<file path="src/rtl/lsu_bus.sv">
// rtl/lsu_bus.sv - load/store unit driving a single-outstanding valid/ready data-memory port
//
// Purpose:
//   Accepts one load or store request from the multicycle controller and runs
//   it over the data-memory port. Stores get byte enables and lane-replicated
//   write data. Loads get the addressed byte/halfword shifted down to bit 0 so
//   the downstream extender can work on result[7:0] / result[15:0] directly.
//
// Parameters:
//   TIMEOUT        max cycles waiting on mem_ready before abort (0 = no timeout)
//
// Build option:
//   LSU_MISALIGN_TRAP_EN  when defined, misaligned half/word accesses skip the
//                         bus and complete immediately with err = misaligned = 1.
//                         When undefined, low address bits below the access size
//                         are ignored and misaligned is tied 0.
//
// Ports:
//   clk            in   1   clock, rising edge
//   reset          in   1   asynchronous active-high reset
//   start          in   1   request strobe, sampled only in IDLE
//   memwrite       in   1   1 = store, 0 = load
//   size           in   2   00 byte, 01 half, 10/11 word
//   addr           in   32  byte address
//   wdata          in   32  store data
//   busy           out  1   high in every state except IDLE
//   done           out  1   one-cycle completion pulse
//   err            out  1   timeout or misalign abort, valid with done
//   misaligned     out  1   misalign abort, valid with done
//   rdata_aligned  out  32  lane-shifted load data
//   mem_req        out  1   bus request
//   mem_we         out  1   bus write
//   mem_addr       out  32  word-aligned bus address
//   mem_wdata      out  32  lane-replicated store data
//   mem_be         out  4   byte enables
//   mem_ready      in   1   bus accept/complete
//   mem_rdata      in   32  bus read data, valid with mem_ready

module lsu_bus #(
  parameter int TIMEOUT = 255
) (
  input  logic        clk,
  input  logic        reset,
  input  logic        start,
  input  logic        memwrite,
  input  logic [1:0]  size,
  input  logic [31:0] addr,
  input  logic [31:0] wdata,
  output logic        busy,
  output logic        done,
  output logic        err,
  output logic        misaligned,
  output logic [31:0] rdata_aligned,
  output logic        mem_req,
  output logic        mem_we,
  output logic [31:0] mem_addr,
  output logic [31:0] mem_wdata,
  output logic [3:0]  mem_be,
  input  logic        mem_ready,
  input  logic [31:0] mem_rdata
);

  // Wait counter wide enough to hold TIMEOUT itself (it saturates there).
  localparam int WW = (TIMEOUT < 1) ? 1 : $clog2(TIMEOUT + 1);
  localparam logic [WW-1:0] TO_MAX  = WW'(TIMEOUT);
  localparam logic [WW-1:0] TO_LAST = (TIMEOUT == 0) ? '0 : WW'(TIMEOUT - 1);

  typedef enum logic [1:0] {
    S_IDLE = 2'd0,
    S_REQ  = 2'd1,
    S_DONE = 2'd2
  } state_e;

  state_e        state_q;
  logic          busy_q;
  logic          done_q;
  logic          err_q;
  logic          mis_q;
  logic          req_q;
  logic          we_q;
  logic [31:0]   addr_q;
  logic [31:0]   wdata_q;
  logic [3:0]    be_q;
  logic [31:0]   rdata_q;
  logic [1:0]    size_q;
  logic [1:0]    lo_q;
  logic [WW-1:0] wait_q;

  logic [3:0]    be_d;
  logic [31:0]   wdata_d;
  logic [31:0]   rdata_d;
  logic [31:0]   rsh_b;
  logic [31:0]   rsh_h;
  logic          mis_w;

  // Misalignment detection only exists in the trapping build.
`ifdef LSU_MISALIGN_TRAP_EN
  assign mis_w = ((size == 2'b01) && addr[0]) ||
                 (size[1] && (addr[1:0] != 2'b00));
`else
  assign mis_w = 1'b0;
`endif

  // Byte enables and write lanes are formed from the live request inputs and
  // captured on acceptance, so they stay stable through the whole REQ phase.
  always_comb begin
    be_d    = 4'b1111;
    wdata_d = wdata;
    unique case (size)
      2'b00: begin
        be_d    = 4'b0001 << addr[1:0];
        wdata_d = {4{wdata[7:0]}};
      end
      2'b01: begin
        be_d    = 4'b0011 << {addr[1], 1'b0};
        wdata_d = {2{wdata[15:0]}};
      end
      default: begin
        be_d    = 4'b1111;
        wdata_d = wdata;
      end
    endcase
  end

  // Load alignment uses the latched size/offset since the request inputs are
  // free to change once the access is accepted.
  always_comb begin
    rsh_b   = mem_rdata >> {lo_q, 3'b000};
    rsh_h   = mem_rdata >> {lo_q[1], 4'b0000};
    rdata_d = mem_rdata;
    unique case (size_q)
      2'b00:   rdata_d = {24'h000000, rsh_b[7:0]};
      2'b01:   rdata_d = {16'h0000, rsh_h[15:0]};
      default: rdata_d = mem_rdata;
    endcase
  end

  always_ff @(posedge clk or posedge reset) begin
    if (reset) begin
      state_q <= S_IDLE;
      busy_q  <= 1'b0;
      done_q  <= 1'b0;
      err_q   <= 1'b0;
      mis_q   <= 1'b0;
      req_q   <= 1'b0;
      we_q    <= 1'b0;
      addr_q  <= '0;
      wdata_q <= '0;
      be_q    <= '0;
      rdata_q <= '0;
      size_q  <= '0;
      lo_q    <= '0;
      wait_q  <= '0;
    end else begin
      unique case (state_q)
        S_IDLE: begin
          done_q <= 1'b0;
          err_q  <= 1'b0;
          mis_q  <= 1'b0;
          if (start) begin
            size_q  <= size;
            lo_q    <= addr[1:0];
            addr_q  <= {addr[31:2], 2'b00};
            be_q    <= be_d;
            wdata_q <= wdata_d;
            wait_q  <= '0;
            busy_q  <= 1'b1;
            if (mis_w) begin
              // Trapped access never touches the bus.
              state_q <= S_DONE;
              done_q  <= 1'b1;
              err_q   <= 1'b1;
              mis_q   <= 1'b1;
            end else begin
              state_q <= S_REQ;
              req_q   <= 1'b1;
              we_q    <= memwrite;
            end
          end
        end

        S_REQ: begin
          if (mem_ready) begin
            // we_q still holds the access direction at this edge.
            if (!we_q) begin
              rdata_q <= rdata_d;
            end
            req_q   <= 1'b0;
            we_q    <= 1'b0;
            done_q  <= 1'b1;
            err_q   <= 1'b0;
            state_q <= S_DONE;
          end else if ((TIMEOUT != 0) && (wait_q == TO_LAST)) begin
            // This cycle completes TIMEOUT request cycles without a response.
            req_q   <= 1'b0;
            we_q    <= 1'b0;
            done_q  <= 1'b1;
            err_q   <= 1'b1;
            wait_q  <= TO_MAX;
            state_q <= S_DONE;
          end else if (wait_q != TO_MAX) begin
            wait_q <= wait_q + 1'b1;
          end
        end

        S_DONE: begin
          done_q  <= 1'b0;
          err_q   <= 1'b0;
          mis_q   <= 1'b0;
          busy_q  <= 1'b0;
          state_q <= S_IDLE;
        end

        default: begin
          done_q  <= 1'b0;
          err_q   <= 1'b0;
          mis_q   <= 1'b0;
          busy_q  <= 1'b0;
          req_q   <= 1'b0;
          we_q    <= 1'b0;
          state_q <= S_IDLE;
        end
      endcase
    end
  end

  assign busy          = busy_q;
  assign done          = done_q;
  assign err           = err_q;
  assign misaligned    = mis_q;
  assign rdata_aligned = rdata_q;
  assign mem_req       = req_q;
  assign mem_we        = we_q;
  assign mem_addr      = addr_q;
  assign mem_wdata     = wdata_q;
  assign mem_be        = be_q;

endmodule

</file>
<file path="config.mk">
export PLATFORM = sky130hd
export DESIGN_NAME = lsu_bus
export DESIGN_NICKNAME = d
export VERILOG_FILES = /design/src/rtl/lsu_bus.sv
export SDC_FILE = /design/constraint.sdc
export NUM_CORES = 1
export LEC_CHECK = 0
export BUFFER_PORTS_ARGS = -buffer_cell sky130_fd_sc_hd__buf_2
export CAP_MARGIN = 0
export CORE_ASPECT_RATIO = 0.75
export CORE_UTILIZATION = 40
export DETAILED_ROUTE_END_ITERATION = 16
export GPL_ROUTABILITY_DRIVEN = 0
export PLACE_DENSITY = 0.7
export SLEW_MARGIN = 20
export SYNTH_ARGS = -nofsm -noshare
export SYNTH_HDL_FRONTEND = slang
export SYNTH_SLANG_ARGS = --single-unit
</file>
<file path="constraint.sdc">
create_clock -name clk -period 3.7 [get_ports clk]
set_input_delay 0.37 -clock clk [delete_from_list [all_inputs] [get_ports clk]]
set_output_delay 0.37 -clock clk [all_outputs]
set_load 0.01 [all_outputs]
</file>
* After elaboration in Yosys (flattened, before gate mapping)
Cells that the tools add are included.
** Cells by class
- Div/mod/pow operators :: 0
- Reductions and logical operators :: 10
- Shift-type cells :: 4
- Add/sub/neg operators :: 1
- Equal/unequal tests :: 10
- Mux-type cells :: 24
- $lt $le $gt $ge :: 0
- Multiply operators :: 0
- Bitwise operators :: 3
** Operators by type and width (number)
- one-hot mux 32 bit (2 select lines) :: 2
- two-way mux 8 bit :: 4
- >> shifter 32 x 5 -> 16 bit :: 1
- >> shifter 32 x 5 -> 8 bit :: 1
- one-hot mux 8 bit (2 select lines) :: 1
- two-way mux 1 bit :: 9
- adder 8 x 1 -> 8 bit, second input constant :: 1
- == test 8 bit, second input constant :: 1
- != test 8 bit, second input constant :: 1
- one-hot mux 4 bit (2 select lines) :: 1
- == test 2 x 1 -> 1 bit, second input constant :: 3
- zero test 2 bit :: 3
- two-way mux 2 bit :: 3
- != test 3 bit, second input constant :: 2
- one-hot mux 1 bit (3 select lines) :: 2
- AND reduction 2 bit :: 3
- AND reduction 3 bit :: 2
- != test 2 bit, second input constant :: 2
- one-hot mux 2 bit (2 select lines) :: 1
- AND reduction 4 bit :: 1
- << shifter 1 x 2 -> 4 bit, first input constant :: 1
- << shifter 2 x 2 -> 4 bit, first input constant :: 1
- NOT 1 bit :: 3
- == test 2 bit, second input constant :: 1
- other kinds (2) :: 2
** Storage, ports and cells
- Logic and storage cells :: 65
- Latch bits :: 0
- Memory bits (read-only) :: 0
- Memory bits (writable) :: 0
- Output and inout bits :: 106
- Flip-flop bits (word level) :: 117
- Memories kept :: 0
- Input bits :: 103

* Longest topological paths before layout
Gate-level depths: netlist of run 1.
- Depth after elaboration :: 5
- Gate-level depth with buffers :: 7
- Depth with buffers taken out :: 6

* Least setup slack after synthesis of run 1
OpenSTA, ideal clock, no wires.
- Kind :: register to register
- Start point :: register wait_q[0]
- End point :: register wait_q[1]
- Period minus slack after synthesis :: 1618 ps
- Slack :: 2082 ps
- Stages on the path, launching flop included :: 5
- Arrival time :: 1493 ps
- Setup time :: 125 ps
- Buffers on the path :: 0
- Required time :: 3575 ps
- Cell sequence :: dfrtp_1 -> inv_1 -> ha_1 -> o41a_4 -> mux2_4
** Between the ends
- Cells in the longest elaborated chain, start to end :: 5
- Elaborated cells on any way between the ends :: 9
- Those cells by class :: 1 x add/sub; 3 x eq/ne; 4 x mux; 1 x reduce/logical
** RTL lines
- start, declared :: line 87 : logic [WW-1:0] wait_q;
- start signal, assigned :: line 202 : wait_q <= wait_q + 1'b1;
- adder 8 x 1 -> 8 bit :: line 202
- two-way mux 8 bit :: line 201 : end else if (wait_q != TO_MAX) begin
- two-way mux 8 bit :: line 193 : end else if ((TIMEOUT != 0) && (wait_q == TO_LAST)) begin
- two-way mux 8 bit :: line 183 : if (mem_ready) begin
- one-hot mux 8 bit (2 select lines) :: line 155 : unique case (state_q)
Several ways; a longest one is shown, not always the timed one. The select of a mux whose other input is x is not followed.
A chain may end at the register's enable or synchronous reset.

* Worst setup path in the final report of run 1
- Start point :: register state_q[1]
- End point :: register be_q[0], in the netlist mem_be[0]
** Between the ends
- Cells in the longest elaborated chain, start to end :: 2
** RTL lines
- start, declared :: line 74 : state_e state_q;
- start signal, assigned :: line 140 : state_q <= S_IDLE;
- start signal, assigned :: line 170 : state_q <= S_DONE;
- start signal, assigned :: line 175 : state_q <= S_REQ;
- zero test 2 bit :: line 155
- AND reduction 2 bit (no line)
- end signal, assigned :: line 149 : be_q <= '0;
- end signal, assigned :: line 164 : be_q <= be_d;
- end, declared :: line 83 : logic [3:0] be_q;
No other way between the ends.

==> impl.org, run 1 <==
** Logic synthesis
- Sequential cell area fraction in the yosys report :: 54.37%
- Post-synth EDFFs :: 0
- The cell count after synthesis came out at 591.
- Mapped Area :: 5385 um2
- Async set-reset flop share out of synthesis :: 100.0%
- Post-Syn Area per Cell :: 9.112 um2
- Post-synthesis cell type count :: 44
- The synthesized design contains 117 register bits.
- During synthesis, Yosys emitted a total of 0 warnings.
- For this run, the leading register cell type out of synthesis is sky130_fd_sc_hd__dfrtp_1.

** Cells and area
- From synthesis to final layout, the design area changed by 31.62%.
- The layout has 1211 filler cells.
- Of the cells placed in the final design, the portion with a size suffix greater than 1 is 31.57%.
- Across the whole layout, storage elements account for 2928 um2.
- Total inserted antenna cells :: 0
- For this run, the post-layout net count is 888.
- Footprint of the multi-input gates :: 2250 um2

** Die
- Row count :: 36
- Initial standard-cell utilization of the core :: 41.23%
- Number of I/O pins :: 209
- Die Ht :: 102.5 um
- Horizontal extent of the die :: 136.0 um
- Die Outline Area :: 13940 um2
- The core region is 13060 um2.

** Clock tree
- Maximum buffer depth of the clock tree :: 2
- After clock tree synthesis, the clock-pin slew on the worst setup and hold paths is 0.06 ns.
- TritonCTS clock tree :: built
- Hold buffers post-CTS :: 0
- CTS Buf Count :: 17
- After clock tree synthesis, the setup repair step added 0 buffers.
- The clock drives 117 sinks.
- H-Tree Level Count :: 4
- The cell sitting at the root of the clock tree is a sky130_fd_sc_hd__clkbuf_16.
- Source-to-sink clock delay at the later pin of the worst-skew pair :: 0.40 ns
- Gates resized during post-CTS repair numbered 0.

** Global routing
- The via count of the first global-routing pass came to 4466.
- Total grt overflow :: 0
- Entering global routing, the biggest net connects 70 pins.
- Initial antenna violation count :: 0
- Wire length of the first global-routing pass :: 22.73 mm
- For this run, the total global-route usage over all layers was measured as 21.11%.

** Timing
- For the pin with the worst max-slew slack, the measured transition is 0.9925 ns.
- Hold timing on the final database bottoms out at a slack of 0.03953 ns.
- For the finished layout, the period the worst path requires is 2.014 ns.
- Achievable frequency :: 496.6 MHz
- After layout, the worst path uses 54.42% of the clock period.
- RSZ-0062 raised after global routing :: false
- Total Neg Setup Slack :: 0 ns
- Setup violations remaining at the end of the flow were counted as 0.
- The number of max-slew violations in the final report was 0.
- The number of hold violations in the final report was 0.
- Headroom to the max-slew limit came out at 33.84%.
- The clock arrives with 0.01004 ns of skew.

** Critical path
- At the worst endpoint, the required time is 3.93 ns.
- Worst-case reg-to-reg path depth :: 3
- The startpoint identified for the worst register-to-register timing path is state_q[1].
- In this run the worst path has a maximum fanout of 50.
- Kind of start point of the critical path :: flip-flop
- The critical path is of the flip-flop to flip-flop type.
- Traced cell by cell, the critical path runs through nor2b_1 > and2_2 > a31oi_1.
- Crit path arrival time :: 2.25 ns
- On the worst path, the slowest cell contributes a delay of 0.88 ns.
- The most critical setup path has its startpoint at state_q[1].
- Last element of the critical path :: mem_be[0]
- Worst-case register-to-register setup slack :: 1.69 ns
- The endpoint identified for the worst register-to-register timing path is mem_be[0].
- STA classifies the critical path endpoint as a flip-flop.
- For this design, the slowest cell found on the critical path is sky130_fd_sc_hd__and2_2.

** Routing
- Sum of routed wire length over all layers :: 14.35 mm
- Residual DRC :: 0
- Detailed routing inserted a total of 4772 vias.
- Detail-routed via count per cell :: 4.940
- Dividing the detail-routed wire length by the instance count gives 14.85 um.
- DR pass1 iterations :: 5
- DRT antenna net count :: 0
- For this block, the initial DRC count from the detailed router was 254.

** Min path
- The min-delay analysis places its worst path in the category primary input to async pin.

** Pwr
- Power density over the cells :: 833.6 nW/um2
- PnR Total Power :: 0.005909 W
- Summed over all cells, the static leakage comes to 3.744 nW.
- Peak supply drop :: 381.6 uV

** Placed design
- In this run the tool buffered the top-level ports with 205 buffer cells.
- Summed over all nets, the half-perimeter wirelength after detailed placement is 9.947 mm.

** Status
- The run finished with clean final reports.

** Run
- Across the run, the number of max-cap violations was 0.
[worst min-delay path by stage]
stage,endpoint,depth (start not counted),slack (ns)
after floorplan,lo_q[0],2,0.45
after global placement,mem_addr[16],2,0.45
after detailed placement,mem_addr[19],2,0.46
after CTS,mem_wdata[16],2,0.06
after global routing,mem_wdata[14],2,0.09
final,mem_wdata[22],2,0.04
[placed cells by master, fill, tap and decap left out, drive strengths merged, types with 2 or more instances in the layout]
cell,n
a22oi,8
nor3,4
conb,3
dfrtp,117
bufinv,2
o31ai,10
o41a,2
clkinv,4
a211o,8
o21a,2
a21o,8
inv,13
ha,2
a21oi,27
mux2i,26
clkbuf,17
nor2b,10
nand4,2
nand2b,6
buf,210
a31oi,5
nor2,25
nand3b,9
o2bb2ai,2
nand2,199
o21ai,57
clkinvlp,5
[logic make-up (layout without fill, tap and decap cells)]
family,after synthesis,in the layout,synth area share (%)
multiplexers,27,27,5.111
flip-flops,117,117,54.37
buffers and inverters,49,251,4.066
other,1,3,0.06964
adder cells (fa/ha/maj),2,2,0.4646
AO/OA/AOI/OAI,134,134,15.38
AND/OR/NAND/NOR,261,261,20.54
[state kept, by name, indices dropped and copies added, names as in the netlist]
signal         flops
mem_req            1
wait_q             8
size_q             2
rdata_aligned     32
mem_be             4
err                1
mem_wdata         32
lo_q               2
state_q            2
mem_we             1
busy               1
mem_addr          30
done               1
[metrics by stage]
stage	cell area (um2)	util, %	setup slack [ns]	cells
2_1_floorplan	5393	-	0.2292	593
4_1_cts	7088	54.26	1.646	966
3_3_place_gp	6507	49.82	1.740	935
5_1_grt	7088	54.26	1.510	966
6_report	7088	54.26	1.686	966
3_5_place_dp	6507	49.82	1.638	935
[Yosys cell counts (2+ instances only)]
cell | n | area share (%)
sky130_fd_sc_hd__dfrtp_1 | 117 | 54
sky130_fd_sc_hd__inv_1 | 10 | 0.70
sky130_fd_sc_hd__clkbuf_1 | 17 | 1.2
sky130_fd_sc_hd__o21ai_0 | 57 | 5.3
sky130_fd_sc_hd__a22oi_1 | 8 | 1.1
sky130_fd_sc_hd__nand2_1 | 199 | 14
sky130_fd_sc_hd__buf_1 | 2 | 0.14
sky130_fd_sc_hd__nor2_1 | 24 | 1.7
sky130_fd_sc_hd__ha_1 | 2 | 0.46
sky130_fd_sc_hd__o21a_1 | 2 | 0.28
sky130_fd_sc_hd__o31ai_1 | 10 | 1.4
sky130_fd_sc_hd__mux2i_1 | 26 | 4.8
sky130_fd_sc_hd__nor3_1 | 3 | 0.28
sky130_fd_sc_hd__a21o_1 | 8 | 1.1
sky130_fd_sc_hd__nor2b_1 | 10 | 1.2
sky130_fd_sc_hd__a211o_1 | 8 | 1.3
sky130_fd_sc_hd__buf_4 | 4 | 0.56
sky130_fd_sc_hd__o2bb2ai_1 | 2 | 0.33
sky130_fd_sc_hd__a21oi_1 | 26 | 2.4
sky130_fd_sc_hd__nand3b_1 | 8 | 1.1
sky130_fd_sc_hd__nand2b_1 | 6 | 0.70
sky130_fd_sc_hd__buf_2 | 16 | 1.5
sky130_fd_sc_hd__a31oi_1 | 5 | 0.58
[critical path: cells and delay by family, from the launching register on]
family	cells	cell delay, ns
flops	1	0.43
compound gates	1	0.19
simple gates	2	1.21
[metal layers]
layer / vias up / global-route usage, % / part of all wire [%]
met5: - / 0 / 0
met4: 0 / 5.812 / 0.61
met3: 8 / 6.548 / 7.7
met2: 180 / 31.36 / 44
met1: 2221 / 29.76 / 48
li1: 2363 / - / -
[area by class of cell]
type,instances,area share [%]
clock buffer,17,6.002
clock inverter,14,2.189
inverter,10,0.5649
multi-input combinational,427,31.74
sequential,117,41.31
tap,171,3.019
timing repair buffer,210,15.18
[report_power, final]
| group | leakage [nW] | switching, W | internal (W) |
|---|---|---|---|
| registers | 1.47 | 0.000365 | 0.00183 |
| clock network | 0.268 | 0.000621 | 0.000994 |
| logic | 2.00 | 0.00127 | 0.000828 |
Power figures use the tool's default switching activity.
==> run 2, diff against run 1 <==
==> constraint.sdc (replaced) <==
create_clock -name clk -period 1.7 [get_ports clk]
set_input_delay 0.17 -clock clk [delete_from_list [all_inputs] [get_ports clk]]
set_output_delay 0.17 -clock clk [all_outputs]
set_load 0.01 [all_outputs]
==> impl.org, run 2 (synthesized netlist as in run 1, its figures left out) <==
** Timing
- Post-route minimum period :: 1.633 ns (-0.3811 ns)
- Slew at the pin with the worst max-slew slack :: 0.5448 ns (-0.4477 ns)
- The worst setup skew after layout is 0.008944 ns (-0.001094 ns).
- The highest achievable clock rate came to 612.6 MHz (+23%).
- Share of the cycle needed by the critical path after routing :: 96.03% (+42 points)
- The number of max-slew violations in the final report is 0 (unchanged).
- The final count of negative-setup-slack endpoints is 0 (unchanged).
- Headroom to the max-slew limit :: 63.60% (+30 points)
- Final Hold Fails :: 0 (unchanged)
- Hold Worst Slack :: 0.01314 ns (-0.02639 ns)
- Total Neg Setup Slack :: 0 ns (unchanged)

** Placed design
- Placed standard-cell area :: 6671 um2 (+2.5%)
- Cell count after placement :: 950 (+1.6%)
- The number of buffers inserted by port buffering was 205 (unchanged).
- The total half-perimeter wirelength after legalization and detailed placement was 10.41 mm (+4.7%).

** Cells and area
- Most used cells in the layout excluding fill and tap cells :: 205 x sky130_fd_sc_hd__buf_2, 198 x sky130_fd_sc_hd__nand2_1, 115 x sky130_fd_sc_hd__dfrtp_1
- Layout net count :: 938 (+5.6%)
- The number of antenna cells inserted was 0 (unchanged).
- Layout Area Growth over Synthesis :: 42.82%
- The area taken by flip-flops and latches came to 2930 um2 (about the same).
- Commonest non-fill, non-tap cell in the layout :: sky130_fd_sc_hd__buf_2
- Footprint of the multi-input gates :: 2281 um2 (+1.4%)
- Proportion of layout cells with a drive suffix above 1 :: 31.83% (+0.26 points)
- The count of filler cells inserted in the layout is 1151 (-5.0%).
- The cell area after layout was 7691 um2 (+8.5%).
- Non-Filler Instances :: 1016 (+5.2%)

** Critical path
- The required time of the critical path is 2.02 ns (-1.91 ns).
- RR Endpoint :: wait_q[5]
- The critical path ends at wait_q[5].
- The minimum setup slack among reg-to-reg paths was 0.07 ns (-1.62 ns).
- The cell count of the worst reg-to-reg path was 7 (+4).
- The critical path data arrival time was 1.95 ns (-0.30 ns).
- The critical path starts at wait_q[0].
- The worst register-to-register path begins at wait_q[0].
- STA classifies the critical path startpoint as a flip-flop.
- WS Path Type :: flip-flop to flip-flop
- Critical path peak fanout :: 5 (-90%)
- The worst setup path is captured at a flip-flop.

** Pwr
- PnR Total Power :: 0.01364 W (+130%)
- Total leakage power :: 4.038 nW (+7.8%)
- Peak supply drop :: 882.8 uV (+130%)
- The power per cell area was 1773 nW/um2 (+110%).

** Clock tree
- Source-to-sink clock delay at the later pin of the worst-skew pair :: 0.40 ns (about the same)
- The clock transition at the register clock pins on the worst setup and hold paths after CTS came to 0.06 ns (about the same).
- H-Tree Level Count :: 4 (unchanged)
- Maximum buffer depth of the clock tree :: 2 (unchanged)
- Clock Tree Root :: sky130_fd_sc_hd__clkbuf_16
- TritonCTS Sinks :: 117 (unchanged)
- The number of clock buffers inserted by TritonCTS is 17 (unchanged).
- TritonCTS clock tree :: built

** Run
- Max Cap Violations :: 0 (unchanged)

** Routing
- The detailed-route via count was 5025 (+5.3%).
- DR pass1 iterations :: 4 (-1)
- Sum of routed wire length over all layers :: 15.48 mm (+7.9%)
- Detail-routed via count per cell :: 4.946 (+0.12%)
- DRT antenna net count :: 0 (unchanged)
- Detail-routed net length per standard cell :: 15.23 um (+2.6%)
- Number of DRC markers in iteration 0 :: 174 (-31%)
- Residual DRC :: 0 (unchanged)

** Global routing
- Largest net degree at the start of global routing :: 94 (+34%)
- Initial antenna violation count :: 0 (unchanged)
- The global-route wire length before repair was 24.16 mm (+6.3%).
- The via count of the first global-routing pass came to 4975 (+11%).
- The total overflow reported by the global router was 0 (unchanged).
- Global router's overall resource usage :: 22.48% (+1.4 points)

** Die
- Initial standard-cell utilization of the core :: 41.23% (unchanged)
- Row count :: 36 (unchanged)
- Number of I/O pins :: 209 (unchanged)
- Die Outline Area :: 13940 um2 (unchanged)
- The area inside the core boundary was 13060 um2 (unchanged).
- The horizontal die dimension is 136.0 um (unchanged).
- The die extent in y is 102.5 um (unchanged).

** Status
- The flow ran to the end, and the final reports show no timing, DRC or antenna violations.

** Min path
- The tightest min-delay check is of the primary input to flip-flop type.
==> run 2: cell count changes in the layout (fill, tap and decap cells not counted), sizes merged <==
cell / previous run / this run
clkinvlp: 5 / 2
inv: 13 / 9
dlygate4sd3: 0 / 34
bufinv: 2 / 5
buf: 210 / 226
clkbuf: 17 / 21
==> run 2: area by class of cell <==
type	instances	share of cell area (%)
inverter	10	0.5368
clock buffer	21	5.987
sequential	117	38.10
clock inverter	10	2.310
multi-input combinational	427	29.66
tap	171	2.782
timing repair buffer	260	20.63
==> run 2: per-layer routing <==
layer  GRT usage [%]  up-vias  share of wire, %
met5               0        -                 0
met4           5.726        0              0.78
met3           7.093       14               6.9
met2           37.32      177                48
met1           28.60     2373                44
li1                -     2461                 -
==> run 2: stage by stage <==
step           utilization [%]  worst slack, ns
6_report                 58.88          0.06750
5_1_grt                  58.88         -0.05565
4_1_cts                  58.58          0.01739
3_5_place_dp             51.07          0.01950
3_3_place_gp             51.07          0.06261
2_1_floorplan                -          0.08198
==> run 2: how the worst min path moves through the flow <==
stage	to	slack, ns	start	cells after the start
global placement	mem_addr[7]	0.28	reset	3
floorplan	lo_q[0]	0.28	addr[0]	2
detailed placement	mem_addr[7]	0.29	reset	3
global route	mem_wdata[5]	0.02	wdata[5]	3
CTS	mem_wdata[0]	0.001	wdata[0]	3
finish	mem_wdata[6]	0.01	wdata[6]	3
==> run 2: timing repair <==
action,in CTS,in global routing
hold endpoints to repair,150,0
gates cloned,0,0
endpoints found under the setup margin,4,8
resized for setup,1,6
buffers inserted,0,1
hold buffers,34,0
==> run 2: worst max-delay path: stages, from the launching register on <==
cell and delay, ns:
sky130_fd_sc_hd__dfrtp_2 0.44, sky130_fd_sc_hd__inv_1 0.15, sky130_fd_sc_hd__ha_4 0.19, sky130_fd_sc_hd__inv_1 0.09, sky130_fd_sc_hd__nor3_4 0.27, sky130_fd_sc_hd__buf_4 0.18
sky130_fd_sc_hd__o31ai_1 0.07, sky130_fd_sc_hd__a21oi_1 0.17
==> run 2: power breakdown <==
part	internal, W	total (W)	leakage [nW]	switching [W]
Combinational	0.00206	0.00503	2.25	0.00297
Clock	0.00266	0.00391	0.313	0.00125
Sequential	0.00399	0.00469	1.47	0.000703
